===== src/rtl/letc_core_stage_fetch2_buf.sv =====
// -----------------------------------------------------------------------------
// letc_core_stage_fetch2_buf
//
// Second fetch stage instruction buffer. Every request issued by F1 reserves a
// slot in a circular queue (tail = alloc pointer). IMSS responses arrive in
// request order and fill slots in order (fill pointer). Decode consumes filled
// slots from the head. A flush empties the queue at once; responses still owed
// by the IMSS for flushed requests are swallowed by a drop counter.
//
// Ports
//   clk, rst_n        clock, asynchronous active-low reset
//   f1_to_f2_valid    F1 issued an IMSS request for f1_to_f2_pc
//   f1_to_f2_pc       PC of that request
//   f2_ready          a request can be accepted this cycle
//   f2_flush          discard all queued and in-flight fetches
//   f2_stall          decode cannot take an instruction this cycle
//   imss_rsp_valid    one IMSS response this cycle (in request order)
//   imss_rsp_data     response data (32 or 64 bits)
//   f2_to_d_valid     instruction presented to decode
//   f2_to_d_pc        PC of the presented instruction
//   f2_to_d_instr     presented instruction
//   f2_occupancy      allocated entries, filled or not
// -----------------------------------------------------------------------------
module letc_core_stage_fetch2_buf #(
  parameter int DEPTH   = 4,
  parameter int FETCH_W = 32,
  parameter int PC_W    = 32
) (
  input  logic                       clk,
  input  logic                       rst_n,
  input  logic                       f1_to_f2_valid,
  input  logic [PC_W-1:0]            f1_to_f2_pc,
  output logic                       f2_ready,
  input  logic                       f2_flush,
  input  logic                       f2_stall,
  input  logic                       imss_rsp_valid,
  input  logic [FETCH_W-1:0]         imss_rsp_data,
  output logic                       f2_to_d_valid,
  output logic [PC_W-1:0]            f2_to_d_pc,
  output logic [31:0]                f2_to_d_instr,
  output logic [$clog2(DEPTH+1)-1:0] f2_occupancy
);

  localparam int PTR_W = $clog2(DEPTH);
  localparam int OCC_W = $clog2(DEPTH+1);

  logic [PTR_W-1:0] alloc_q, alloc_d;
  logic [PTR_W-1:0] fill_q,  fill_d;
  logic [PTR_W-1:0] head_q,  head_d;
  logic [OCC_W-1:0] occ_q,   occ_d;
  // Allocated-but-unfilled entries; saves walking the filled bits on flush.
  logic [OCC_W-1:0] unf_q,   unf_d;
  logic [OCC_W-1:0] drop_q,  drop_d;
  logic [DEPTH-1:0] filled_q, filled_d;

  logic [PC_W-1:0]  pc_mem_q    [DEPTH];
  logic [PC_W-1:0]  pc_mem_d    [DEPTH];
  logic [31:0]      instr_mem_q [DEPTH];
  logic [31:0]      instr_mem_d [DEPTH];

  logic [31:0]      rsp_instr;
  logic [OCC_W:0]   ready_sum;
  logic [OCC_W:0]   flush_sum;
  logic [OCC_W:0]   flush_drop;
  logic             do_alloc;
  logic             do_pop;
  logic             rsp_drop;
  logic             rsp_fill;

  // A 64-bit fetch returns an aligned doubleword; the word is picked by the
  // PC of the entry being filled.
  generate
    if (FETCH_W == 64) begin : g_sel64
      assign rsp_instr = pc_mem_q[fill_q][2] ? imss_rsp_data[FETCH_W-1:32]
                                            : imss_rsp_data[31:0];
    end else begin : g_sel32
      assign rsp_instr = imss_rsp_data[31:0];
    end
  endgenerate

  // Responses still owed for flushed requests reserve queue space so the
  // IMSS can never have more outstanding responses than DEPTH.
  assign ready_sum     = {1'b0, occ_q} + {1'b0, drop_q};
  assign f2_ready      = ready_sum < (OCC_W+1)'(DEPTH);

  assign f2_to_d_valid = (occ_q != '0) & filled_q[head_q] & ~f2_flush;
  assign f2_to_d_pc    = pc_mem_q[head_q];
  assign f2_to_d_instr = instr_mem_q[head_q];
  assign f2_occupancy  = occ_q;

  assign do_alloc = f1_to_f2_valid & f2_ready & ~f2_flush;
  assign do_pop   = f2_to_d_valid & ~f2_stall;
  assign rsp_drop = imss_rsp_valid & (drop_q != '0);
  assign rsp_fill = imss_rsp_valid & (drop_q == '0) & (unf_q != '0);

  // A response arriving in the flush cycle pays off one of the debts being
  // created (or an older one), hence the minus one; never below zero.
  assign flush_sum  = {1'b0, drop_q} + {1'b0, unf_q};
  assign flush_drop = (imss_rsp_valid && flush_sum != '0) ? flush_sum - 1'b1
                                                          : flush_sum;

  always_comb begin
    alloc_d     = alloc_q;
    fill_d      = fill_q;
    head_d      = head_q;
    occ_d       = occ_q;
    unf_d       = unf_q;
    drop_d      = drop_q;
    filled_d    = filled_q;
    pc_mem_d    = pc_mem_q;
    instr_mem_d = instr_mem_q;
    if (f2_flush) begin
      alloc_d = head_q;
      fill_d  = head_q;
      occ_d   = '0;
      unf_d   = '0;
      drop_d  = flush_drop[OCC_W-1:0];
    end else begin
      if (do_alloc) begin
        pc_mem_d[alloc_q] = f1_to_f2_pc;
        filled_d[alloc_q] = 1'b0;
        alloc_d           = alloc_q + 1'b1;
      end
      if (rsp_drop) begin
        drop_d = drop_q - 1'b1;
      end
      if (rsp_fill) begin
        instr_mem_d[fill_q] = rsp_instr;
        filled_d[fill_q]    = 1'b1;
        fill_d              = fill_q + 1'b1;
      end
      if (do_pop) begin
        head_d = head_q + 1'b1;
      end
      occ_d = occ_q + OCC_W'(do_alloc) - OCC_W'(do_pop);
      unf_d = unf_q + OCC_W'(do_alloc) - OCC_W'(rsp_fill);
    end
  end

  always_ff @(posedge clk or negedge rst_n) begin
    if (!rst_n) begin
      alloc_q  <= '0;
      fill_q   <= '0;
      head_q   <= '0;
      occ_q    <= '0;
      unf_q    <= '0;
      drop_q   <= '0;
      filled_q <= '0;
    end else begin
      alloc_q  <= alloc_d;
      fill_q   <= fill_d;
      head_q   <= head_d;
      occ_q    <= occ_d;
      unf_q    <= unf_d;
      drop_q   <= drop_d;
      filled_q <= filled_d;
    end
  end

  // Payload storage carries no reset; the filled bits and pointers gate it.
  always_ff @(posedge clk) begin
    pc_mem_q    <= pc_mem_d;
    instr_mem_q <= instr_mem_d;
  end

`ifdef SIMULATION
  always @(posedge clk) begin
    if (rst_n) begin
      assert (!(imss_rsp_valid && drop_q == '0 && unf_q == '0))
        else $error("imss response with no outstanding request");
    end
  end
`endif

endmodule


===== config.mk =====
export PLATFORM = sky130hd
export DESIGN_NAME = letc_core_stage_fetch2_buf
export DESIGN_NICKNAME = d
export VERILOG_FILES = /design/src/rtl/letc_core_stage_fetch2_buf.sv
export SDC_FILE = /design/constraint.sdc
export NUM_CORES = 1
export LEC_CHECK = 0
export CAP_MARGIN = 20
export CORE_MARGIN = 5
export CORE_UTILIZATION = 59
export DETAILED_ROUTE_END_ITERATION = 6
export GPL_TIMING_DRIVEN = 0
export PLACE_DENSITY = 0.85
export SLEW_MARGIN = 10
export SYNTH_ARGS = -nofsm -noshare
export SYNTH_HDL_FRONTEND = slang
export SYNTH_SLANG_ARGS = --single-unit
export TNS_END_PERCENT = 20

===== constraint.sdc =====
create_clock -name clk -period 7.9 [get_ports clk]
set_clock_uncertainty 0.1 [all_clocks]
set_input_delay 1.58 -clock clk [delete_from_list [all_inputs] [get_ports clk]]
set_output_delay 1.58 -clock clk [all_outputs]
set_load 0.02 [all_outputs]

## Word-level counts from Yosys, hierarchy flattened

Cells that the tools add are included.

- Logic and storage cells: 99
- Input port bits: 70
- Register bits: 275

- Muxes and demuxes: 30
- Reduce and logical (&&, ||, !) cells: 16
- Add/subtract/negate cells: 11
- $lt $le $gt $ge: 11
- Bitwise gates (word level): 16

Operators with widths:

| cell | number |
|---|---|
| bitwise mux 128 bit | 2 |
| two-way mux 32 bit | 6 |
| binary-select mux 32 bit (select 2 bit) | 2 |
| demux 32 bit (select 2 bit) | 2 |
| two-way mux 3 bit | 5 |
| two-way mux 4 bit | 3 |
| greater-or-equal comparator 3 bit (second input constant) | 3 |
| < comparator 2 x 3 -> 1 bit (second input constant) | 3 |
| inverter 2 -> 3 bit | 3 |
| nonzero test 3 bit | 3 |
| adder 3 x 3 -> 4 bit | 2 |
| bitwise AND 1 bit | 8 |
| two-way mux 2 bit | 4 |
| adder 2 x 1 -> 2 bit (second input constant) | 3 |
| adder 3 x 1 -> 3 bit | 2 |
| < comparator 3 x 1 -> 1 bit (second input constant) | 2 |
| AND reduction 2 bit | 3 |
| nonzero test 2 bit | 3 |
| subtractor 3 x 1 -> 3 bit | 2 |
| subtractor 3 x 1 -> 3 bit (second input constant) | 2 |
| logical AND 1 bit | 5 |
| bitwise AND 4 bit | 1 |
| demux 1 bit (select 2 bit) | 2 |
| greater-or-equal comparator 2 x 1 -> 1 bit (second input constant) | 2 |
| 8 further kinds | 11 |

## Longest topological paths before layout

- Depth after elaboration: 10
- Mapped depth: 12
- Depth with buffers taken out: 12

## Least setup slack after synthesis

OpenSTA, ideal clock, no wires.

- Path kind: in2out
- Start: in f2_flush
- End: out f2_to_d_valid
- Setup slack: 3.721 ns
- Stages on the path: 3
- Data required time: 6.220 ns
- Arrival: 2.499 ns
- Cells stage by stage: clkbuf_1 > buf_2 > nor3_1

- Word-level cells in the longest chain between the ends: 2

RTL lines:

| item | RTL line | source |
|---|---|---|
| from (decl) | 34 | `input logic f2_flush,` |
| inverter 1 bit (no source line) | -- |  |
| bitwise AND 1 bit | 86 | `assign f2_to_d_valid = (occ_q != '0) & filled_q[head_q] & ~f2_flush;` |
| to (decl) | 38 | `output logic f2_to_d_valid,` |

Every way passes these cells.

## Worst setup path in the final report

Same ends and word-level chain as after synthesis.

==> results_dict.tcl <==
set metrics [dict create \
    clock_sinks 275 \
    antennaDiodeCount 0 \
    dpl.hpwl_um 13600 \
    fin_setup_tns_ns 0 \
    synth-simple-area-share_pct 1.99 \
    track_usage_pct 20.4 \
    clkSlewWorstSetupHoldPaths_ns 0.06 \
    netlist_instances 475 \
    cts_resized 0 \
    cts_tree "built" \
    worstPathRequired_ns 6.22 \
    yosysSeqAreaShare_pct 76.9 \
    ant_nets 0 \
    worstHoldEndpoint "filled_q[0]" \
    finalSetupViolations 0 \
    io_buffer_count 138 \
    fin_util_pct 74.2 \
    power.total_mw 3.85 \
    crit_arrival_ns 3.48 \
    dieArea_sq_mm 0.0208 \
    drv_slew 0 \
    wl_um 20600 \
    reg2reg_from "f2_occupancy[2]" \
    htree_levels 1 \
    fin_area_sq_mm 0.0132 \
    synth_fa_ha_area_share_pct 2.92 \
    rows 49 \
    cp-end-kind "output port" \
    core_area_sq_mm 0.0178 \
    clock_latency_ns 0.51 \
    avgViaCountPerCell 5.79 \
    ys_top_cells_by_area "edfxtp_1 72%, mux4_2 14%, dfrtp_1 4.5%, ha_1 2.4%, inv_1 0.78%" \
    cellPowerDensity_mw_per_mm2 290 \
    routabilityCongestion 0.767 \
    netlist_area_sq_mm 0.0106 \
    nFillCells 986 \
    synth_edf_count 256 \
    initialDrtViolationCount 217 \
    seq_area_sq_mm 0.00816 \
    die_h_um 144 \
    r2r_setup_slack_ns 4.89 \
    outcome "finished clean" \
    muxShareOfSynthArea_pct 14.8 \
    max-vdd-ir-drop_v 0.000242 \
    max_freq_mhz 194 \
    grt_max_degree 33 \
    hold_path_depth 1 \
    period_minus_slack_ns 5.16 \
    grt_pass1_vias 5698 \
    rsz0062_at_grt "no" \
    syn_area_per_cell_sq_um 22.3 \
    synth_flop_cell "edfxtp_1" \
    vias 5172 \
    postCtsSetupRepairBufs 0 \
    maxCapViolCount 0 \
    initial_utilization_pct 59.5 \
    areaGrowthSynthToFinish_pct 24.8 \
    power_leakage_nw 4.44 \
    holdBufCountCts 0 \
    root_buffer "clkbuf_16" \
    synth_top_family_by_area "multiplexers" \
    grt_pass1_wl_um 31600 \
    fin_hold_ws_ns 0.392 \
    relSlewSlack_pct 38.3 \
    synth_common_cells "256 x edfxtp_1, 64 x mux4_2, 22 x inv_1" \
    synth_seq_cells 275 \
    multiInputGateArea_sq_mm 0.00229 \
    holdCritPathClass "reg -> reg" \
    hold_viol 0 \
    drt_first_pass_iters 4 \
    synth_top_area_share_pct 72.5 \
    drive_gt1_share_pct 20.3 \
    yosysWarnings 0 \
    placed_area_sq_mm 0.0124 \
    wl_per_cell_um 23.1 \
    synth_xor_area_share_pct 0.826 \
    worst_slew_pin_slew_ns 0.922 \
    crit_path_start_kind "input pin" \
    cts_buffers 26 \
    drc 0 \
    fin_nets 738 \
    overflow 0 \
    num_io_pins 139 \
    synth_top_area_cell "edfxtp_1" \
    min_from "filled_q[0]" \
    ys_async_sr_fraction_pct 6.91 \
    clk_path_buf_depth 3 \
    fin_crit_sh_pct 65.3 \
    synth_nets 568 \
    r2r_cells 12 \
    ys_types 36 \
    worstReg2RegEnd "unf_q[2]" \
    die-width_um 144 \
    antenna_found_initial 0 \
    synth-compound-area-share_pct 0.991 \
    crit_type "in -> out" \
    synth.most_common_cell "edfxtp_1" \
    crit_fanout 10 \
]
worst max path at each step:
| stage | slack [ns] | to | from |
|---|---|---|---|
| floorplan | 3.72 | f2_to_d_valid | f2_flush |
| global placement | 2.74 | f2_to_d_valid | f2_flush |
| detailed placement | 2.75 | f2_to_d_valid | f2_flush |
| CTS | 2.75 | f2_to_d_valid | f2_flush |
| global route | 2.66 | f2_to_d_valid | f2_flush |
| finish | 2.74 | f2_to_d_valid | f2_flush |
kinds of logic after synthesis:
| logic type | count (synthesis) |
|---|---|
| compound gates | 15 |
| mux | 74 |
| buf+inv | 40 |
| xor+xnor | 10 |
| simple gates | 38 |
| fa+ha+maj | 23 |
| flops | 275 |
state kept, by name (all words and copies together) (netlist names):
name,cells
filled_q,4
alloc_q,2
head_q,2
f2_occupancy,3
fill_q,2
pc_mem_q,128
instr_mem_q,128
drop_q,3
unf_q,3
cells in the final DEF (no fill, tap or decap), types with 2 or more instances in the layout:
cell type,instances
buf_12,4
fa_1,3
a21oi_1,3
ha_1,20
nor2_1,5
clkinv_2,4
nor4_1,2
mux2_2,6
clkdlybuf4s50_1,138
inv_1,18
nand3_1,3
mux2i_1,2
clkinvlp_4,2
clkinv_1,4
inv_2,4
and2_2,4
and4bb_1,2
xnor2_1,7
nor2b_1,3
edfxtp_1,256
clkbuf_16,27
buf_2,12
clkbuf_1,11
bufinv_16,4
a21o_1,4
mux4_2,64
xor2_1,3
nor3_1,6
dfrtp_1,19
nand2_1,9
routing by layer:
metal  vias up  wire length (um)  global-route usage [%]
li1       2279                 -                       -
met1      2667              7750                    25.9
met2       187             10700                    35.4
met3        39              1710                    5.46
met4         0               446                    5.15
met5         -                 0                       0
per-stage QoR:
| stage | worst slack [ns] | std cells |
|---|---|---|
| floorplan | 3.72 | 475 |
| CTS | 2.75 | 894 |
| detailed placement | 2.75 | 846 |
| global route | 2.66 | 894 |
| finish | 2.74 | 894 |
| global placement | 2.74 | 842 |
worst max-delay path: stages:
cell	delay (ns)
clkdlybuf4s50_1	0.50
clkbuf_1	0.37
buf_2	0.35
nor3_1	0.11
clkdlybuf4s50_1	0.56
report_power, final:
part | switching, mW | internal (mW)
Clock | 0.509 | 0.757
Sequential | 0.0416 | 1.69
Combinational | 0.427 | 0.425
final cells by class:
type | instances | share of cell area (%)
tap | 229 | 2.16
timing repair buffer | 142 | 11.0
inverter | 22 | 0.624
clock inverter | 15 | 1.35
multi-input combinational | 160 | 17.3
clock buffer | 33 | 5.27
buffer | 18 | 0.624
sequential | 275 | 61.7
No activity file was read; power rests on OpenSTA's default activity.
